### src/rtl/addsub_serial_if.sv
// Operand/result bundle for addsub_serial.
//   master : drives start/mode/a/b/carry_in, observes busy/done/res/flags
//   slave  : the serial adder/subtractor itself
interface addsub_serial_if #(parameter int WIDTH = 8);
  logic             start;
  logic             mode;       // 0 = add, 1 = subtract
  logic [WIDTH-1:0] a;
  logic [WIDTH-1:0] b;
  logic             carry_in;   // carry-in (add) / borrow-in (sub)
  logic             busy;
  logic             done;
  logic [WIDTH-1:0] res;
  logic             carry_out;  // carry (add) / borrow (sub) out of MSB
  logic             overflow;
  logic             zero;

  modport master (output start, mode, a, b, carry_in,
                  input  busy, done, res, carry_out, overflow, zero);
  modport slave  (input  start, mode, a, b, carry_in,
                  output busy, done, res, carry_out, overflow, zero);
endinterface

### src/rtl/addsub_serial.sv
// Multi-cycle adder/subtractor: DIGIT bits per cycle over WIDTH-bit operands,
// carry/borrow rippled between steps through a register.
// Ports:
//   clk, rst_n : clock (rising edge), async active-low reset
//   bus        : addsub_serial_if.slave (start/mode/a/b/carry_in in;
//                busy/done/res/carry_out/overflow/zero out)
// Subtraction is a + ~b + ~bin, so one digit cell serves both modes and
// the final carry is inverted to report a borrow.

// One DIGIT-wide ripple cell.
module addsub_digit #(parameter int DIGIT = 1) (
  input  logic [DIGIT-1:0] a,
  input  logic [DIGIT-1:0] b,
  input  logic             cin,
  output logic [DIGIT-1:0] sum,
  output logic             cout
);
  assign {cout, sum} = {1'b0, a} + {1'b0, b} + {{DIGIT{1'b0}}, cin};
endmodule

module addsub_serial #(
  parameter int WIDTH = 8,
  parameter int DIGIT = 1
) (
  input logic           clk,
  input logic           rst_n,
  addsub_serial_if.slave bus
);
  localparam int STEPS = WIDTH / DIGIT;
  localparam int CW    = (STEPS > 1) ? $clog2(STEPS) : 1;

  typedef enum logic [1:0] {IDLE, RUN, DONE} state_t;

  state_t           state;
  logic [CW-1:0]    cnt;
  logic             mode_q;
  logic [WIDTH-1:0] a_q, b_q, res_q;
  logic             carry_q;
  logic             busy_q, done_q, co_q, ov_q, z_q;

  logic [31:0]      base;
  logic [DIGIT-1:0] a_d, b_d, s_d;
  logic             c_d;
  logic [WIDTH-1:0] res_nxt;
  logic             last;
  logic             accept;

  assign base   = 32'(cnt) * 32'(DIGIT);
  assign a_d    = a_q[base +: DIGIT];
  assign b_d    = b_q[base +: DIGIT] ^ {DIGIT{mode_q}};
  assign last   = (cnt == CW'(STEPS - 1));
  assign accept = bus.start && (state == IDLE || state == DONE);

  addsub_digit #(.DIGIT(DIGIT)) u_digit (
    .a(a_d), .b(b_d), .cin(carry_q), .sum(s_d), .cout(c_d)
  );

  // Result with the current digit merged in; flags on the last step see the
  // complete word through this.
  always_comb begin
    res_nxt = res_q;
    res_nxt[base +: DIGIT] = s_d;
  end

  always_ff @(posedge clk or negedge rst_n) begin
    if (!rst_n) begin
      state   <= IDLE;
      cnt     <= '0;
      mode_q  <= 1'b0;
      a_q     <= '0;
      b_q     <= '0;
      res_q   <= '0;
      carry_q <= 1'b0;
      busy_q  <= 1'b0;
      done_q  <= 1'b0;
      co_q    <= 1'b0;
      ov_q    <= 1'b0;
      z_q     <= 1'b0;
    end else if (accept) begin
      state   <= RUN;
      cnt     <= '0;
      mode_q  <= bus.mode;
      a_q     <= bus.a;
      b_q     <= bus.b;
      carry_q <= bus.mode ? ~bus.carry_in : bus.carry_in;
      busy_q  <= 1'b1;
      done_q  <= 1'b0;
    end else begin
      case (state)
        RUN: begin
          res_q   <= res_nxt;
          carry_q <= c_d;
          cnt     <= cnt + 1'b1;
          if (last) begin
            state  <= DONE;
            busy_q <= 1'b0;
            done_q <= 1'b1;
            co_q   <= mode_q ? ~c_d : c_d;
            // Signed overflow: effective B sign equals A sign, result sign differs.
            ov_q   <= ((a_q[WIDTH-1] ^ b_q[WIDTH-1]) == mode_q) &&
                      (res_nxt[WIDTH-1] != a_q[WIDTH-1]);
            z_q    <= (res_nxt == '0);
          end
        end
        DONE: begin
          state  <= IDLE;
          done_q <= 1'b0;
        end
        default: begin
          state  <= IDLE;
          done_q <= 1'b0;
        end
      endcase
    end
  end

  assign bus.busy      = busy_q;
  assign bus.done      = done_q;
  assign bus.res       = res_q;
  assign bus.carry_out = co_q;
  assign bus.overflow  = ov_q;
  assign bus.zero      = z_q;
endmodule

### src/flat_wrapper.sv
// flat-port wrapper written by rule: the top's interface ports become plain ports
module addsub_serial_flat 
#(
  parameter int WIDTH = 8,
  parameter int DIGIT = 1
)
  (clk, rst_n, bus_start, bus_mode, bus_a, bus_b, bus_carry_in, bus_busy, bus_done, bus_res, bus_carry_out, bus_overflow, bus_zero);
  addsub_serial_if #(.WIDTH(WIDTH)) bus_i ();
  input logic clk;
  input logic rst_n;
  input wire logic [$bits(bus_i.start)-1:0] bus_start;
  input wire logic [$bits(bus_i.mode)-1:0] bus_mode;
  input wire logic [$bits(bus_i.a)-1:0] bus_a;
  input wire logic [$bits(bus_i.b)-1:0] bus_b;
  input wire logic [$bits(bus_i.carry_in)-1:0] bus_carry_in;
  output wire logic [$bits(bus_i.busy)-1:0] bus_busy;
  output wire logic [$bits(bus_i.done)-1:0] bus_done;
  output wire logic [$bits(bus_i.res)-1:0] bus_res;
  output wire logic [$bits(bus_i.carry_out)-1:0] bus_carry_out;
  output wire logic [$bits(bus_i.overflow)-1:0] bus_overflow;
  output wire logic [$bits(bus_i.zero)-1:0] bus_zero;
  assign bus_i.start = bus_start;
  assign bus_i.mode = bus_mode;
  assign bus_i.a = bus_a;
  assign bus_i.b = bus_b;
  assign bus_i.carry_in = bus_carry_in;
  assign bus_busy = bus_i.busy;
  assign bus_done = bus_i.done;
  assign bus_res = bus_i.res;
  assign bus_carry_out = bus_i.carry_out;
  assign bus_overflow = bus_i.overflow;
  assign bus_zero = bus_i.zero;
  addsub_serial #(.WIDTH(WIDTH), .DIGIT(DIGIT)) u_core (.clk(clk), .rst_n(rst_n), .bus(bus_i));
endmodule
### config.mk
export PLATFORM = sky130hd
export DESIGN_NAME = addsub_serial_flat
export DESIGN_NICKNAME = d
export VERILOG_FILES = /design/src/rtl/addsub_serial_if.sv /design/src/rtl/addsub_serial.sv /design/src/flat_wrapper.sv
export SDC_FILE = /design/constraint.sdc
export NUM_CORES = 1
export LEC_CHECK = 0
export BUFFER_PORTS_ARGS = -buffer_cell sky130_fd_sc_hd__buf_2
export CAP_MARGIN = 10
export CORE_MARGIN = 2
export CORE_UTILIZATION = 55
export DETAILED_ROUTE_END_ITERATION = 10
export PLACE_DENSITY = 0.82
export SYNTH_ARGS = -nofsm -noshare
export SYNTH_HDL_FRONTEND = slang
export SYNTH_SLANG_ARGS = --single-unit
### constraint.sdc
create_clock -name clk -period 3.7 [get_ports clk]
set_input_delay 0.555 -clock clk [delete_from_list [all_inputs] [get_ports clk]]
set_output_delay 0.555 -clock clk [all_outputs]
set_load 0.01 [all_outputs]
**Word-level counts from Yosys, hierarchy flattened**

Index checks and enable logic that the tools add are counted.

- Input port bits: 21
- Latch bits: 0
- Memory bits (read-only): 0
- Output and inout port bits: 13
- Register bits after elaboration: 36
- Memory bits (writable): 0
- Memories kept: 0

- Bitwise gates (word level): 5
- Divide/modulo/power cells: 0
- Equality and inequality tests: 6
- Add/subtract/negate cells: 4
- Mux-type cells: 16
- Multipliers: 0
- $lt $le $gt $ge: 0
- Shift-type cells: 4
- Reduce and logical (&&, ||, !) cells: 10

Operators by type and width:

| kind | number |
|---|---|
| $neg A3 Y34 | 1 |
| $shift A1 B34 Y8 const A | 1 |
| $shiftx A1 B34 Y8 | 1 |
| $shiftx A8 B4 Y1 | 2 |
| $mux W1 | 10 |
| $bwmux W8 | 1 |
| $logic_not A8 Y1 | 1 |
| $mux W2 | 3 |
| $mux W3 | 2 |
| $reduce_and A2 Y1 | 2 |
| $reduce_bool A2 Y1 | 2 |
| $add A3 B1 Y3 const B | 1 |
| $eq A3 B3 Y1 const B | 1 |
| $ne A3 B1 Y1 const B | 1 |
| $not A1 Y1 | 3 |
| $reduce_and A3 Y1 | 1 |
| $add A1 B1 Y2 | 1 |
| $add A2 B1 Y2 | 1 |
| $eq A2 B1 Y1 const B | 1 |
| $eq A2 B2 Y1 const B | 1 |
| $logic_and A1 B1 Y1 | 2 |
| $logic_not A2 Y1 | 1 |
| $xor A1 B1 Y1 | 2 |
| $eq A1 B1 Y1 | 1 |
| 2 further kinds | 2 |

**Logic depth before layout (Yosys ltp)**

Gate-level depths: netlist of the first run.

- Depth in word-level cells: 8
- Mapped depth: 10
- Depth with buffers taken out: 9

**By module**

A second synthesis of the first run with hierarchy kept.

- Cells, all modules: 151
- Area total of the unflattened synthesis: 1825.5 um^2

Modules (own cells, without submodules):

| module | seq. area each (um^2) | instances | cells an instance | area each (um^2) |
|---|---|---|---|---|
| addsub_serial | 875.8 | 1 | 150 | 1805.5 |
| addsub_digit | 0.0 | 1 | 1 | 20.0 |

**Worst setup path before layout of the first run**

Ideal clock, no wire load.

- Path type: reg-to-reg
- Start: register u_core.cnt[0]
- End: register u_core.ov_q, in the netlist u_core.bus.overflow
- Required time: 3577 ps
- Cell stages (with the launch flop): 10
- Arrival time: 2991 ps
- Path slack: 586 ps
- Cell sequence: dfrtp_1 > buf_2 > mux4_2 > mux2i_1 > xor2_1 > fa_1 > or4b_4 > o21ai_2 > mux2i_1 > o21ai_1

- Word-level cells in the longest chain between the ends: 8
- Elaborated cells between the ends (all ways): 13

RTL lines:

| element | RTL line | text |
|---|---|---|
| start: declaration | addsub_serial.sv:35 | `logic [CW-1:0] cnt;` |
| start signal: assignment | addsub_serial.sv:93 | `cnt <= cnt + 1'b1;` |
| $shiftx A8 B4 Y1 | addsub_serial.sv:50 | `assign b_d = b_q[base +: DIGIT] ^ {DIGIT{mode_q}};` |
| $xor A1 B1 Y1 | addsub_serial.sv:50 |  |
| $add A1 B1 Y2 | addsub_serial.sv:18 | `assign {cout, sum} = {1'b0, a} + {1'b0, b} + {{DIGIT{1'b0}}, cin};` |
| $add A2 B1 Y2 | addsub_serial.sv:18 |  |
| $shiftx A1 B34 Y8 | addsub_serial.sv:62 | `res_nxt[base +: DIGIT] = s_d;` |
| $bwmux W8 | addsub_serial.sv:62 |  |
| $ne A1 B1 Y1 | addsub_serial.sv:101 | `(res_nxt[WIDTH-1] != a_q[WIDTH-1]);` |
| $logic_and A1 B1 Y1 | addsub_serial.sv:100 | `ov_q <= ((a_q[WIDTH-1] ^ b_q[WIDTH-1]) == mode_q) &&` |
| end signal: assignment | addsub_serial.sv:100 |  |
| end: declaration | addsub_serial.sv:39 | `logic busy_q, done_q, co_q, ov_q, z_q;` |

Parallel ways exist; a longest one is shown, timed or not.
A chain may end at the register's enable or synchronous reset.

**Final worst setup path of the first run**

Ends and elaborated chain as after synthesis.

==> impl_table.tex, run 1 <==
\begin{tabular}{lr}
\hline
Metric & Value \\
\hline
\multicolumn{2}{l}{\textbf{Placed design}} \\
\quad Post-DP Area & 2060 µm² \\
\quad \# port buffers & 33 \\
\quad HPWL reported at the end of detailed placement & around 2600 µm \\
\quad Final GP Congestion & 0.874 \\
\multicolumn{2}{l}{\textbf{Logic synthesis}} \\
\quad Net count after synthesis & 189 \\
\quad Count of warnings emitted by yosys & 0 \\
\quad Share of flip-flops with an asynchronous set or reset & 1.00 \\
\quad Share of the synthesized area in the top cell type & 0.469 \\
\quad Portion of the post-synthesis area used by sequential elements & 0.469 \\
\quad Post-synth EDFFs & 0 \\
\quad FF+latch count, synth & 35 \\
\quad Post-synth top flop & sky130\_fd\_sc\_hd\_\_dfrtp\_1 \\
\quad Cell type with the highest aggregate area in the netlist & sky130\_fd\_sc\_hd\_\_dfrtp\_1 \\
\quad Largest cells by area after synthesis & sky130\_fd\_sc\_hd\_\_dfrtp\_1, sky130\_fd\_sc\_hd\_\_mux2\_2, sky130\_fd\_sc\_hd\_\_mux4\_2, sky130\_fd\_sc\_hd\_\_ha\_1, sky130\_fd\_sc\_hd\_\_mux2i\_1 \\
\quad Gate count of the mapped netlist & 160 \\
\quad Post-synth cell types & 43 \\
\quad Area of the mapped netlist & 1870 µm² \\
\quad Average footprint of a synthesized cell & 11.7 µm² \\
\multicolumn{2}{l}{\textbf{CTS}} \\
\quad Max clock buf depth & 2 \\
\quad Maximum level of the CTS H-tree & 2 \\
\quad Library cell used as clock root buffer & sky130\_fd\_sc\_hd\_\_clkbuf\_4 \\
\quad Number of cells upsized or downsized after cts & 0 \\
\quad Setup bufs post-CTS & 0 \\
\quad Register clock-pin slew on the reported worst setup and hold paths & about 0.12 ns \\
\quad Clock latency of the later-clocked register in the worst-skew pair & 0.35 ns \\
\quad Total CTS buffers & 5 \\
\quad Number of clock sinks seen by CTS & 35 \\
\quad Clock tree from TritonCTS & done \\
\quad Post-CTS Hold Fix Bufs & 0 \\
\multicolumn{2}{l}{\textbf{Global routing}} \\
\quad Via count of the first global-routing pass & 1352 \\
\quad Number of antenna violations at the first check in global routing & 0 \\
\quad Wire length of the first global-routing pass & around 6400 µm \\
\quad Overall overflow remaining after global route & 0 \\
\quad Maximum number of pins on one net before global-route repair & 36 \\
\quad Total Routing Usage GR & 0.211 \\
\multicolumn{2}{l}{\textbf{Floorplan}} \\
\quad Total Die Area & 3880 µm² \\
\quad Die outline height & between 60 and 70 µm \\
\quad Area of the core region & 3310 µm² \\
\quad Number of placed I/O pins & 34 \\
\quad Die X-Extent & around 62 µm \\
\quad Rows & 21 \\
\quad Starting Density & 0.565 \\
\multicolumn{2}{l}{\textbf{Detailed routing}} \\
\quad Uppermost layer routed & met4 \\
\quad Wire length the detailed router placed on met1 & between 1500 and 2000 µm \\
\quad Number of design rule violations left after detail routing & 0 \\
\quad Sum of met2 wire segment lengths after detailed routing & about 1800 µm \\
\quad Drt initial violations & 89 \\
\quad Routed length on met3 & around 210 µm \\
\quad Routed wire length & 3620 µm \\
\quad Via count of the routed design & $\sim$1400 \\
\quad Via density per instance & 5.68 \\
\quad Detail-routed net length per standard cell & 15.0 µm \\
\quad Final antenna-violating net count & 0 \\
\quad DRT Pass-1 Iters & 5 \\
\multicolumn{2}{l}{\textbf{Worst setup path}} \\
\quad Most frequent CP cell & sky130\_fd\_sc\_hd\_\_mux2i\_1 \\
\quad Worst Path Buf+Inv & 0 \\
\quad Crit Path Max Fanout & 16 \\
\quad Data arrival time of the worst path & between 3 and 4 ns \\
\quad Sort of element at the end of the critical path & register \\
\quad Data required, critical path & 3.94 ns \\
\quad Capturing point of the worst reg2reg path & u\_core.bus.overflow \\
\quad Type of element launching the critical path & register \\
\quad Worst path slowest cell & sky130\_fd\_sc\_hd\_\_dfrtp\_1 \\
\quad Reg2reg setup slack & just over 0.3 ns \\
\quad Family of cells with the greatest summed delay on the critical path & multiplexers \\
\quad Worst path max stage delay & 0.72 ns \\
\quad Type of the worst setup path & register to register \\
\quad Crit path cell chain & mux4\_2 -> mux2i\_1 -> xor2\_1 -> fa\_1 -> or4b\_4 -> o21ai\_2 -> mux2i\_1 -> o21ai\_1 \\
\quad R2r startpoint & u\_core.cnt[0] \\
\quad Cell count of the worst reg-to-reg path & 8 \\
\multicolumn{2}{l}{\textbf{Power and ir drop}} \\
\quad Internal cell power & 0.00124 W \\
\quad Worst vdd ir & 0.000555 V \\
\quad Switching power as a share of total power & 0.410 \\
\quad Power density over the cells & just under 1000 nW/µm² \\
\quad Combinational cell fraction of total power & 0.516 \\
\quad Share of total power in the clock network & 0.139 \\
\quad Leakage power of the design & 1.01 nW \\
\quad Sequential cell fraction of total power & 0.345 \\
\quad Power dissipated by switching net loads & roughly 0.00086 W \\
\multicolumn{2}{l}{\textbf{STA}} \\
\quad Time the worst path needs with I/O delays and setup & between 3 and 4 ns \\
\quad Sum Neg Setup Slack & 0 ns \\
\quad Final Skew & 0.0158 ns \\
\quad Setup repair after global routing missed its margin & false \\
\quad Final worst-path cycle share & 0.916 \\
\quad Hold slack final & 0.264 ns \\
\quad Endpoints failing hold & 0 \\
\quad Top achievable clock speed & around 300 MHz \\
\quad Number of setup violations in the final report & 0 \\
\quad Least-Margin Pin Slew & 0.775 ns \\
\quad Max-slew violation count & 0 \\
\quad Max-slew headroom & 0.483 \\
\multicolumn{2}{l}{\textbf{Finish}} \\
\quad Area overhead of the layout relative to synthesis & 15.1\% \\
\quad Most common cell after layout, fill and taps aside & sky130\_fd\_sc\_hd\_\_dfrtp\_1 \\
\quad Layout cell share with drive strength beyond 1 & 0.364 \\
\quad Total Nets Final & 223 \\
\quad Number of antenna diodes & 0 \\
\quad Final cell area excluding filler cells & 2150 µm² \\
\quad Commonest cells after routing, fill and taps aside & sky130\_fd\_sc\_hd\_\_dfrtp\_1, sky130\_fd\_sc\_hd\_\_buf\_2, sky130\_fd\_sc\_hd\_\_mux2\_2 \\
\multicolumn{2}{l}{\textbf{Run}} \\
\quad Maximum Capacitance Violations & 0 \\
\multicolumn{2}{l}{\textbf{Hold path}} \\
\quad Hold WC Path Type & input pin to async pin \\
\multicolumn{2}{l}{\textbf{Run status}} \\
\quad Outcome & finished clean \\
\hline
\end{tabular}
## worst max-delay path by stage
stage                             start             endpoint  slack, ns  depth (start not counted)
after floorplan           u_core.cnt[0]  u_core.bus.overflow       0.59                          9
after global placement    u_core.cnt[0]  u_core.bus.overflow       0.45                          8
after detailed placement  u_core.cnt[0]  u_core.bus.overflow       0.34                          8
after CTS                 u_core.cnt[0]  u_core.bus.overflow       0.31                          8
after global routing      u_core.cnt[0]  u_core.bus.overflow       0.08                          8
final                     u_core.cnt[0]  u_core.bus.overflow       0.31                          8
## cell families (layout without fill, tap and decap cells)
logic type,count (synthesis),count (layout),synth area share
xor+xnor,4,4,0.0187
flops,35,35,0.469
buf+inv,16,51,0.0368
simple gates,46,46,0.138
fa+ha+maj,8,8,0.0576
compound gates,22,22,0.0850
mux,29,29,0.195
## per-stage QoR
step	setup WS (ns)	std cells	power (W)	utilization
global placement	0.451	233	0.00175	0.624
floorplan	0.586	160	0.00155	-
detailed placement	0.336	233	0.00181	0.624
finish	0.310	241	0.00210	0.650
CTS	0.305	241	0.00210	0.650
global route	0.0849	241	0.00227	0.650
## metal layers
layer  track usage  vias to the layer above
li1              -                      647
met3        0.0562                        9
met2         0.319                       50
met1         0.285                      663
met4         0.100                        0
met5             0                        -
## sequential cells by signal, indices dropped and copies added, names as in the netlist
signal / flops
u_core.cnt: 3
u_core.bus.overflow: 1
u_core.bus.res: 8
u_core.mode_q: 1
u_core.state: 2
u_core.bus.zero: 1
u_core.bus.carry_out: 1
u_core.b_q: 8
u_core.carry_q: 1
u_core.a_q: 8
u_core.bus.busy: 1
## area by class of cell
type / count / area, µm²
Fill cell: 264 / 1160
Timing Repair Buffer: 34 / 173
Sequential cell: 35 / 876
Tap cell: 46 / 57.6
Clock buffer: 6 / 51.3
Inverter: 9 / 33.8
Multi-Input combinational cell: 109 / 925
Clock inverter: 2 / 35.0
## power by group through the flow
stage / combinational, W / sequential [W] / clock, W
finish: 0.00109 / 0.000726 / 0.000292
global placement: 0.00102 / 0.000726 / 0
global route: 0.00120 / 0.000759 / 0.000316
CTS: 0.00108 / 0.000729 / 0.000298
detailed placement: 0.00107 / 0.000738 / 0
floorplan: 0.000860 / 0.000689 / 0
## worst register-to-register path, stage by stage (launching register included)
cell                      delay [ns]
sky130_fd_sc_hd__dfrtp_1        0.72
sky130_fd_sc_hd__mux4_2         0.58
sky130_fd_sc_hd__mux2i_1        0.17
sky130_fd_sc_hd__xor2_1         0.21
sky130_fd_sc_hd__fa_1           0.52
sky130_fd_sc_hd__or4b_4         0.58
sky130_fd_sc_hd__o21ai_2        0.24
sky130_fd_sc_hd__mux2i_1        0.20
sky130_fd_sc_hd__o21ai_1        0.07
## cells in the mapped netlist (3+ instances only)
cell                       count
sky130_fd_sc_hd__ha_1          7
sky130_fd_sc_hd__nand2_1      12
sky130_fd_sc_hd__nand3_1       4
sky130_fd_sc_hd__xor2_1        4
sky130_fd_sc_hd__nor2_1        9
sky130_fd_sc_hd__nand4_1       4
sky130_fd_sc_hd__mux2i_1       5
sky130_fd_sc_hd__mux2_2       18
sky130_fd_sc_hd__mux4_2        4
sky130_fd_sc_hd__inv_1         9
sky130_fd_sc_hd__nand2b_1      3
sky130_fd_sc_hd__o21ai_0       6
sky130_fd_sc_hd__buf_2         4
sky130_fd_sc_hd__dfrtp_1      35
No activity file was read; power rests on OpenSTA's default activity.
==> run 2: changes to the inputs <==
- CORE_UTILIZATION: 55 -> 59
- PLACE_DENSITY: 0.82 -> 0.87
- clock period: 3.7 -> 4.17 ns (I/O delays scaled with it)
==> impl_table.tex, run 2 (synthesis results as in run 1) <==
\begin{tabular}{lr}
\hline
Metric & Value \\
\hline
\multicolumn{2}{l}{\textbf{Run status}} \\
\quad Outcome & finished clean \\
\multicolumn{2}{l}{\textbf{Floorplan}} \\
\quad Area of the core region & 3030 µm² (-8.5\%) \\
\quad Die X-Extent & 60.3 µm (-3.2\%) \\
\quad Total Die Area & 3630 µm² (-6.4\%) \\
\quad Die outline height & 60.3 µm (-3.2\%) \\
\quad Number of placed I/O pins & 34 (unchanged) \\
\quad Rows & 20 (-4.8\%) \\
\quad Starting Density & 0.617 (+0.0527) \\
\multicolumn{2}{l}{\textbf{Finish}} \\
\quad Layout Cells excl Fill & 239 (-0.83\%) \\
\quad Area overhead of the layout relative to synthesis & 13.0\% \\
\quad Total Nets Final & 223 (unchanged) \\
\quad Layout cell share with drive strength beyond 1 & 0.354 (-0.0103) \\
\quad Final core occ & 0.698 (+0.0479) \\
\quad Number of antenna diodes & 0 (unchanged) \\
\quad Most common cell after layout, fill and taps aside & sky130\_fd\_sc\_hd\_\_dfrtp\_1 \\
\quad Commonest cells after routing, fill and taps aside & sky130\_fd\_sc\_hd\_\_dfrtp\_1, sky130\_fd\_sc\_hd\_\_buf\_2, sky130\_fd\_sc\_hd\_\_mux2\_2 \\
\multicolumn{2}{l}{\textbf{Detailed routing}} \\
\quad Via count of the routed design & 1384 (+1.1\%) \\
\quad Number of design rule violations left after detail routing & 0 (unchanged) \\
\quad Routed wire length & 3890 µm (+7.2\%) \\
\quad Drt initial violations & 87 (-2.2\%) \\
\quad Via density per instance & 5.79 (+1.9\%) \\
\quad Final antenna-violating net count & 0 (unchanged) \\
\quad Detail-routed net length per standard cell & 16.3 µm (+8.1\%) \\
\quad DRT Pass-1 Iters & 4 (-1) \\
\multicolumn{2}{l}{\textbf{Global routing}} \\
\quad Wire length of the first global-routing pass & 6470 µm (+0.97\%) \\
\quad Met1 Resource Use GR & 0.276 (-0.00881) \\
\quad Most heavily used metal layer in global routing & met2 \\
\quad Number of antenna violations at the first check in global routing & 0 (unchanged) \\
\quad Total Routing Usage GR & 0.243 (+0.0324) \\
\quad Via count of the first global-routing pass & 1425 (+5.4\%) \\
\quad Maximum number of pins on one net before global-route repair & 36 (unchanged) \\
\quad Overall overflow remaining after global route & 0 (unchanged) \\
\quad Met2 demand-to-capacity share in global routing & 0.457 (+0.137) \\
\quad Met3 Use GR & 0.0519 (-0.00421) \\
\multicolumn{2}{l}{\textbf{STA}} \\
\quad Endpoints failing hold & 0 (unchanged) \\
\quad Time the worst path needs with I/O delays and setup & 3.45 ns (+0.0600 ns) \\
\quad Sum Neg Setup Slack & 0 ns (unchanged) \\
\quad Final worst-path cycle share & 0.827 (-0.0889) \\
\quad Setup repair after global routing missed its margin & false \\
\quad Final Skew & 0.0119 ns (-0.00386 ns) \\
\quad Top achievable clock speed & 290 MHz (-1.7\%) \\
\quad Max-slew violation count & 0 (unchanged) \\
\quad Number of setup violations in the final report & 0 (unchanged) \\
\quad Max-slew headroom & 0.501 (+0.0182) \\
\quad Least-Margin Pin Slew & 0.747 ns (-0.0288 ns) \\
\quad Smallest setup slack after layout & 0.720 ns (+0.410 ns) \\
\multicolumn{2}{l}{\textbf{CTS}} \\
\quad Setup bufs post-CTS & 0 (unchanged) \\
\quad Max clock buf depth & 2 (unchanged) \\
\quad Total CTS buffers & 5 (unchanged) \\
\quad Clock tree from TritonCTS & done \\
\quad Number of cells upsized or downsized after cts & 0 (unchanged) \\
\quad Library cell used as clock root buffer & sky130\_fd\_sc\_hd\_\_clkbuf\_4 \\
\quad Maximum level of the CTS H-tree & 2 (unchanged) \\
\quad Number of clock sinks seen by CTS & 35 (unchanged) \\
\quad Clock latency of the later-clocked register in the worst-skew pair & 0.32 ns (-0.03 ns) \\
\quad Register clock-pin slew on the reported worst setup and hold paths & 0.11 ns (about the same) \\
\quad Post-CTS Hold Fix Bufs & 0 (unchanged) \\
\multicolumn{2}{l}{\textbf{Placed design}} \\
\quad HPWL reported at the end of detailed placement & 2980 µm (+13\%) \\
\quad Final GP Congestion & 0.862 (-1.5\%) \\
\quad \# port buffers & 33 (unchanged) \\
\quad Worst slack at placement & 0.720 ns (+0.384 ns) \\
\quad Number of cells in the design after placement & 231 (-0.86\%) \\
\multicolumn{2}{l}{\textbf{Worst setup path}} \\
\quad Crit Path Max Fanout & 16 (unchanged) \\
\quad Most frequent CP cell & sky130\_fd\_sc\_hd\_\_mux2i\_1 \\
\quad Worst path slowest cell & sky130\_fd\_sc\_hd\_\_dfrtp\_1 \\
\quad Worst path max stage delay & 0.72 ns (about the same) \\
\quad Data required, critical path & 4.39 ns (+0.45 ns) \\
\quad Type of element launching the critical path & register \\
\quad Type of the worst setup path & register to register \\
\quad Data arrival time of the worst path & 3.67 ns (+0.04 ns) \\
\quad Crit path cell chain & mux4\_2 -> mux2i\_1 -> xor2\_1 -> fa\_1 -> or4b\_4 -> o21ai\_2 -> mux2i\_1 -> o21ai\_1 \\
\quad Sort of element at the end of the critical path & register \\
\multicolumn{2}{l}{\textbf{Power and ir drop}} \\
\quad Share of total power in the clock network & 0.095 (-0.044) \\
\quad Power dissipated by switching net loads & 0.000780 W (-9.5\%) \\
\quad Sequential cell fraction of total power & 0.361 (+0.016) \\
\quad Leakage power of the design & 0.986 nW (-1.9\%) \\
\quad Internal cell power & 0.00103 W (-17\%) \\
\quad Power density over the cells & 857 nW/µm² (-12\%) \\
\quad Combinational cell fraction of total power & 0.544 (+0.028) \\
\quad Switching power as a share of total power & 0.431 (+0.0215) \\
\quad Post-layout power & 0.00181 W (-14\%) \\
\quad Worst vdd ir & 0.000441 V (-21\%) \\
\multicolumn{2}{l}{\textbf{Hold path}} \\
\quad Hold WC Path Type & input pin to async pin \\
\multicolumn{2}{l}{\textbf{Run}} \\
\quad Maximum Capacitance Violations & 0 (unchanged) \\
\hline
\end{tabular}
==> run 2: critical path: cells and delay by family (launching register included) <==
kind                     cells  cell delay [ns]
multiplexers                 3             0.98
XOR/XNOR                     1             0.21
adder cells (fa/ha/maj)      1             0.53
AND/OR/NAND/NOR              1             0.58
flip-flops                   1             0.72
AO/OA/AOI/OAI                2             0.33
==> run 2: worst paths after layout <==
| kind | startpoint | end | slack [ns] | cells past startpoint |
|---|---|---|---|---|
| setup / recovery | u_core.cnt[0] | u_core.bus.overflow | 0.72 | 8 |
| min in group clk | u_core.bus.busy | u_core.bus.busy | 0.48 | 1 |
| hold / removal | rst_n | u_core.state[0] | 0.35 | 1 |
| max in group asynchronous | rst_n | u_core.a_q[5] | 3.34 | 1 |
| hold reg to reg | u_core.bus.busy | u_core.bus.busy | 0.48 | 1 |
| setup reg to reg | u_core.cnt[0] | u_core.bus.overflow | 0.72 | 8 |
==> run 2: final cells by class <==
cell class	instances	area, µm²
Timing Repair Buffer	34	173
Multi-Input combinational cell	109	925
Clock buffer	7	45.0
Sequential cell	35	876
Clock inverter	1	5.00
Fill cell	234	916
Inverter	9	33.8
Tap cell	44	55.1
==> run 2: power groups by stage <==
stage / registers [W] / logic (W) / clock network (W)
after floorplan: 0.000612 / 0.000763 / 0
after global placement: 0.000642 / 0.000906 / 0
after detailed placement: 0.000661 / 0.000978 / 0
after CTS: 0.000653 / 0.000982 / 0.000176
after global routing: 0.000678 / 0.00108 / 0.000193
final: 0.000653 / 0.000985 / 0.000172
==> run 2: metal layers <==
metal	wire length (µm)	up-vias
li1	-	639
met1	1480	690
met2	2160	49
met3	188	6
met4	55	0
met5	0	-
==> run 2: stage by stage <==
stage	hold slack, ns	area [µm²]
floorplan	0.330	1870
global placement	0.453	2060
detailed placement	0.460	2060
CTS	0.383	2110
global route	0.400	2110
finish	0.352	2110
==> run 3: changes to the inputs <==
- ABC_AREA: default -> 1
- CORE_UTILIZATION: 59 -> 55
- PLACE_DENSITY: 0.87 -> 0.82
- clock period: 4.17 -> 3.5 ns (I/O delays scaled with it)
==> impl_table.tex, run 3 <==
\begin{tabular}{lr}
\hline
Metric & Value \\
\hline
\multicolumn{2}{l}{\textbf{Finish}} \\
\quad Area taken by multi-input logic gates & 888 µm² (-3.9\%) \\
\quad Total Nets Final & 318 (+43\%) \\
\quad Filler cell count in the final layout & 333 (+42\%) \\
\quad Commonest cells after routing, fill and taps aside & sky130\_fd\_sc\_hd\_\_nand2\_1, sky130\_fd\_sc\_hd\_\_dfrtp\_1, sky130\_fd\_sc\_hd\_\_buf\_2 \\
\quad Area taken by flip-flops and latches & 876 µm² (unchanged) \\
\quad Area overhead of the layout relative to synthesis & 12.0\% \\
\quad Layout cell share with drive strength beyond 1 & 0.156 (-0.198) \\
\quad Most common cell after layout, fill and taps aside & sky130\_fd\_sc\_hd\_\_nand2\_1 \\
\quad Number of antenna diodes & 0 (unchanged) \\
\multicolumn{2}{l}{\textbf{Power and ir drop}} \\
\quad Worst vdd ir & 0.000531 V (+20\%) \\
\quad Share of total power in the clock network & 0.108 (+0.013) \\
\quad Power dissipated by switching net loads & 0.000992 W (+27\%) \\
\quad Sequential cell fraction of total power & 0.354 (-0.007) \\
\quad Switching power as a share of total power & 0.472 (+0.0414) \\
\quad Combinational cell fraction of total power & 0.539 (-0.005) \\
\quad Internal cell power & 0.00111 W (+7.6\%) \\
\quad Power density over the cells & 979 nW/µm² (+14\%) \\
\quad Leakage power of the design & 1.18 nW (+20\%) \\
\multicolumn{2}{l}{\textbf{STA}} \\
\quad Smallest setup slack after layout & 0.579 ns (-0.142 ns) \\
\quad Number of setup violations in the final report & 0 (unchanged) \\
\quad Final worst-path cycle share & 0.835 (+0.00740) \\
\quad Setup repair after global routing missed its margin & false \\
\quad Max-slew headroom & 0.501 (about the same) \\
\quad Sum Neg Setup Slack & 0 ns (unchanged) \\
\quad Final Skew & 0.0154 ns (+0.00346 ns) \\
\quad Endpoints failing hold & 0 (unchanged) \\
\quad Time the worst path needs with I/O delays and setup & 2.92 ns (-0.528 ns) \\
\quad Max-slew violation count & 0 (unchanged) \\
\quad Top achievable clock speed & 342 MHz (+18\%) \\
\quad Least-Margin Pin Slew & 0.748 ns (+0.00120 ns) \\
\multicolumn{2}{l}{\textbf{CTS}} \\
\quad Register clock-pin slew on the reported worst setup and hold paths & 0.11 ns (about the same) \\
\quad Clock tree from TritonCTS & done \\
\quad Post-CTS Hold Fix Bufs & 0 (unchanged) \\
\quad Setup bufs post-CTS & 0 (unchanged) \\
\quad Library cell used as clock root buffer & sky130\_fd\_sc\_hd\_\_clkbuf\_4 \\
\quad Max clock buf depth & 2 (unchanged) \\
\quad Total CTS buffers & 5 (unchanged) \\
\quad Maximum level of the CTS H-tree & 2 (unchanged) \\
\quad Number of clock sinks seen by CTS & 35 (unchanged) \\
\quad Clock latency of the later-clocked register in the worst-skew pair & 0.35 ns (+0.03 ns) \\
\quad Number of cells upsized or downsized after cts & 0 (unchanged) \\
\multicolumn{2}{l}{\textbf{Worst setup path}} \\
\quad Data arrival time of the worst path & 3.17 ns (-0.50 ns) \\
\quad Capturing point of the worst reg2reg path & u\_core.bus.overflow \\
\quad Reg2reg setup slack & 0.58 ns (-0.14 ns) \\
\quad Type of element launching the critical path & register \\
\quad Crit path cell chain & inv\_1 -> o21ai\_0 -> nand2\_1 -> nand2\_1 -> nand2\_1 -> xnor2\_1 -> fa\_1 -> nor2\_1 -> nand2\_1 -> nand3\_1 -> nand2\_1 -> or2\_0 -> nand3\_1 -> nand2\_1 \\
\quad Worst path max stage delay & 0.62 ns (-0.10 ns) \\
\quad Crit Path Max Fanout & 14 (-2) \\
\quad Cell count of the worst reg-to-reg path & 14 (+6) \\
\quad R2r startpoint & u\_core.cnt[0] \\
\quad Sort of element at the end of the critical path & register \\
\quad Data required, critical path & 3.75 ns (-0.64 ns) \\
\quad Most frequent CP cell & sky130\_fd\_sc\_hd\_\_nand2\_1 \\
\quad Worst path slowest cell & sky130\_fd\_sc\_hd\_\_dfrtp\_1 \\
\quad Type of the worst setup path & register to register \\
\multicolumn{2}{l}{\textbf{Placed design}} \\
\quad \# port buffers & 33 (unchanged) \\
\quad HPWL reported at the end of detailed placement & 2790 µm (-6.5\%) \\
\quad Final GP Congestion & 0.877 (+1.8\%) \\
\quad Worst slack at placement & 0.640 ns (-0.0805 ns) \\
\multicolumn{2}{l}{\textbf{Detailed routing}} \\
\quad Final antenna-violating net count & 0 (unchanged) \\
\quad Via density per instance & 4.93 (-15\%) \\
\quad Detail-routed net length per standard cell & 11.2 µm (-31\%) \\
\quad Number of design rule violations left after detail routing & 0 (unchanged) \\
\quad Routed wire length & 3740 µm (-3.8\%) \\
\quad Drt initial violations & 80 (-8.0\%) \\
\quad Via count of the routed design & 1650 (+19\%) \\
\quad DRT Pass-1 Iters & 4 (unchanged) \\
\multicolumn{2}{l}{\textbf{Logic synthesis}} \\
\quad Post-synth top flop & sky130\_fd\_sc\_hd\_\_dfrtp\_1 \\
\quad Gate count of the mapped netlist & 257 (+61\%) \\
\quad Portion of the post-synthesis area used by sequential elements & 0.458 (-0.0110) \\
\quad Cell type with the highest aggregate area in the netlist & sky130\_fd\_sc\_hd\_\_dfrtp\_1 \\
\quad Share of flip-flops with an asynchronous set or reset & 1.00 (unchanged) \\
\quad Post-synth EDFFs & 0 (unchanged) \\
\quad Post-synth cell types & 26 (-40\%) \\
\quad FF+latch count, synth & 35 (unchanged) \\
\quad XOR/XNOR share of the synthesized area & 0.0137 (-0.00502) \\
\quad Basic-gate share of the synthesized area counting and, or, nand and nor cells & 0.312 (+0.174) \\
\quad Area of the mapped netlist & 1910 µm² (+2.4\%) \\
\quad Share of the synthesized area in the top cell type & 0.458 (-0.0110) \\
\quad Largest cells by area after synthesis & sky130\_fd\_sc\_hd\_\_dfrtp\_1, sky130\_fd\_sc\_hd\_\_nand2\_1, sky130\_fd\_sc\_hd\_\_o21ai\_0, sky130\_fd\_sc\_hd\_\_ha\_1, sky130\_fd\_sc\_hd\_\_inv\_1 \\
\quad Adder and majority gate portion of the synthesized area & 0.0562 (-0.00135) \\
\quad Mux share of post-synthesis cell area & 0 (-0.195) \\
\quad Count of warnings emitted by yosys & 0 (unchanged) \\
\quad Average footprint of a synthesized cell & 7.45 µm² (-36\%) \\
\quad Most used standard cell by instance count after synthesis & sky130\_fd\_sc\_hd\_\_nand2\_1 \\
\quad Combinational family with the most area after synthesis & simple AND/OR/NAND/NOR gates \\
\quad Most used standard cells in the synthesized netlist & sky130\_fd\_sc\_hd\_\_nand2\_1, sky130\_fd\_sc\_hd\_\_dfrtp\_1, sky130\_fd\_sc\_hd\_\_o21ai\_0 \\
\quad Compound-cell area share of the yosys netlist & 0.0824 (-0.00265) \\
\quad Net count after synthesis & 286 (+51\%) \\
\multicolumn{2}{l}{\textbf{Global routing}} \\
\quad Number of antenna violations at the first check in global routing & 0 (unchanged) \\
\quad Overall overflow remaining after global route & 0 (unchanged) \\
\quad Wire length of the first global-routing pass & 6650 µm (+2.8\%) \\
\quad Maximum number of pins on one net before global-route repair & 36 (unchanged) \\
\quad Via count of the first global-routing pass & 1542 (+8.2\%) \\
\quad Total Routing Usage GR & 0.217 (-0.0268) \\
\multicolumn{2}{l}{\textbf{Floorplan}} \\
\quad Die X-Extent & 63.0 µm (+4.5\%) \\
\quad Area of the core region & 3340 µm² (+10\%) \\
\quad Number of placed I/O pins & 34 (unchanged) \\
\quad Starting Density & 0.574 (-0.0437) \\
\quad Rows & 21 (+5.0\%) \\
\quad Die outline height & 63.0 µm (+4.5\%) \\
\quad Total Die Area & 3970 µm² (+9.2\%) \\
\multicolumn{2}{l}{\textbf{Run}} \\
\quad Maximum Capacitance Violations & 0 (unchanged) \\
\multicolumn{2}{l}{\textbf{Hold path}} \\
\quad Hold WC Path Type & input pin to async pin \\
\multicolumn{2}{l}{\textbf{Run status}} \\
\quad Outcome & finished clean \\
\hline
\end{tabular}
## run 3: cell count changes after synthesis, sizes merged, moves of 4 or more
| cell | delta |
|---|---|
| mux4 | -4 |
| mux2i | -5 |
| inv | +15 |
| nand2 | +94 |
| mux2 | -20 |
| o21ai | +15 |
| nor2 | +16 |
| nand3 | +6 |
## run 3: kinds of logic (layout without fill, tap and decap cells)
group,count (synthesis),count (layout)
AO/OA/AOI/OAI,30,30
XOR/XNOR,3,3
adder cells (fa/ha/maj),8,8
buffers and inverters,34,66
flip-flops,35,35
AND/OR/NAND/NOR,147,147
## run 3: through the flow
step	util	total power (W)	instances	cell area, µm²	hold WS [ns]
after global placement	0.626	0.00184	328	2090	0.450
after floorplan	-	0.00162	257	1910	0.229
after CTS	0.643	0.00211	335	2140	0.262
after detailed placement	0.626	0.00189	328	2090	0.466
final	0.643	0.00210	335	2140	0.229
after global routing	0.643	0.00233	335	2140	0.285
## run 3: final cells by class
class                   instances  share of cell area
inverters                      25              0.0438
well taps                      46              0.0268
repair buffers                 34              0.0805
clock buffers                   6              0.0239
flip-flops and latches         35               0.408
multi-input cells             188               0.414
clock inverters                 1             0.00233
## run 3: critical path, delay by kind of cell (launching register included)
kind,cells,cell delay (ns)
AND/OR/NAND/NOR,10,0.91
flip-flops,1,0.62
adder cells (fa/ha/maj),1,0.50
buffers and inverters,1,0.31
AO/OA/AOI/OAI,1,0.30
XOR/XNOR,1,0.18
## run 3: power groups by stage
stage	sequential, W	clock [W]	combinational [W]
6_report	0.000742	0.000226	0.00113
4_1_cts	0.000742	0.000228	0.00115
5_1_grt	0.000771	0.000249	0.00131
3_5_place_dp	0.000749	0	0.00114
3_3_place_gp	0.000742	0	0.00109
2_1_floorplan	0.000733	0	0.000891
## run 3: worst max path at each step
stage	from	end	depth (start not counted)
floorplan	u_core.cnt[0]	u_core.bus.overflow	15
finish	u_core.cnt[0]	u_core.bus.overflow	14
global route	u_core.cnt[0]	u_core.bus.overflow	14
detailed placement	u_core.cnt[0]	u_core.bus.overflow	14
global placement	u_core.cnt[0]	u_core.bus.overflow	14
CTS	u_core.cnt[0]	u_core.bus.overflow	14
## run 3: layer usage
metal | share of wire | track usage
met1 | 0.43 | 0.261
met2 | 0.50 | 0.364
met3 | 0.037 | 0.0541
met4 | 0.032 | 0.0972
met5 | 0 | 0
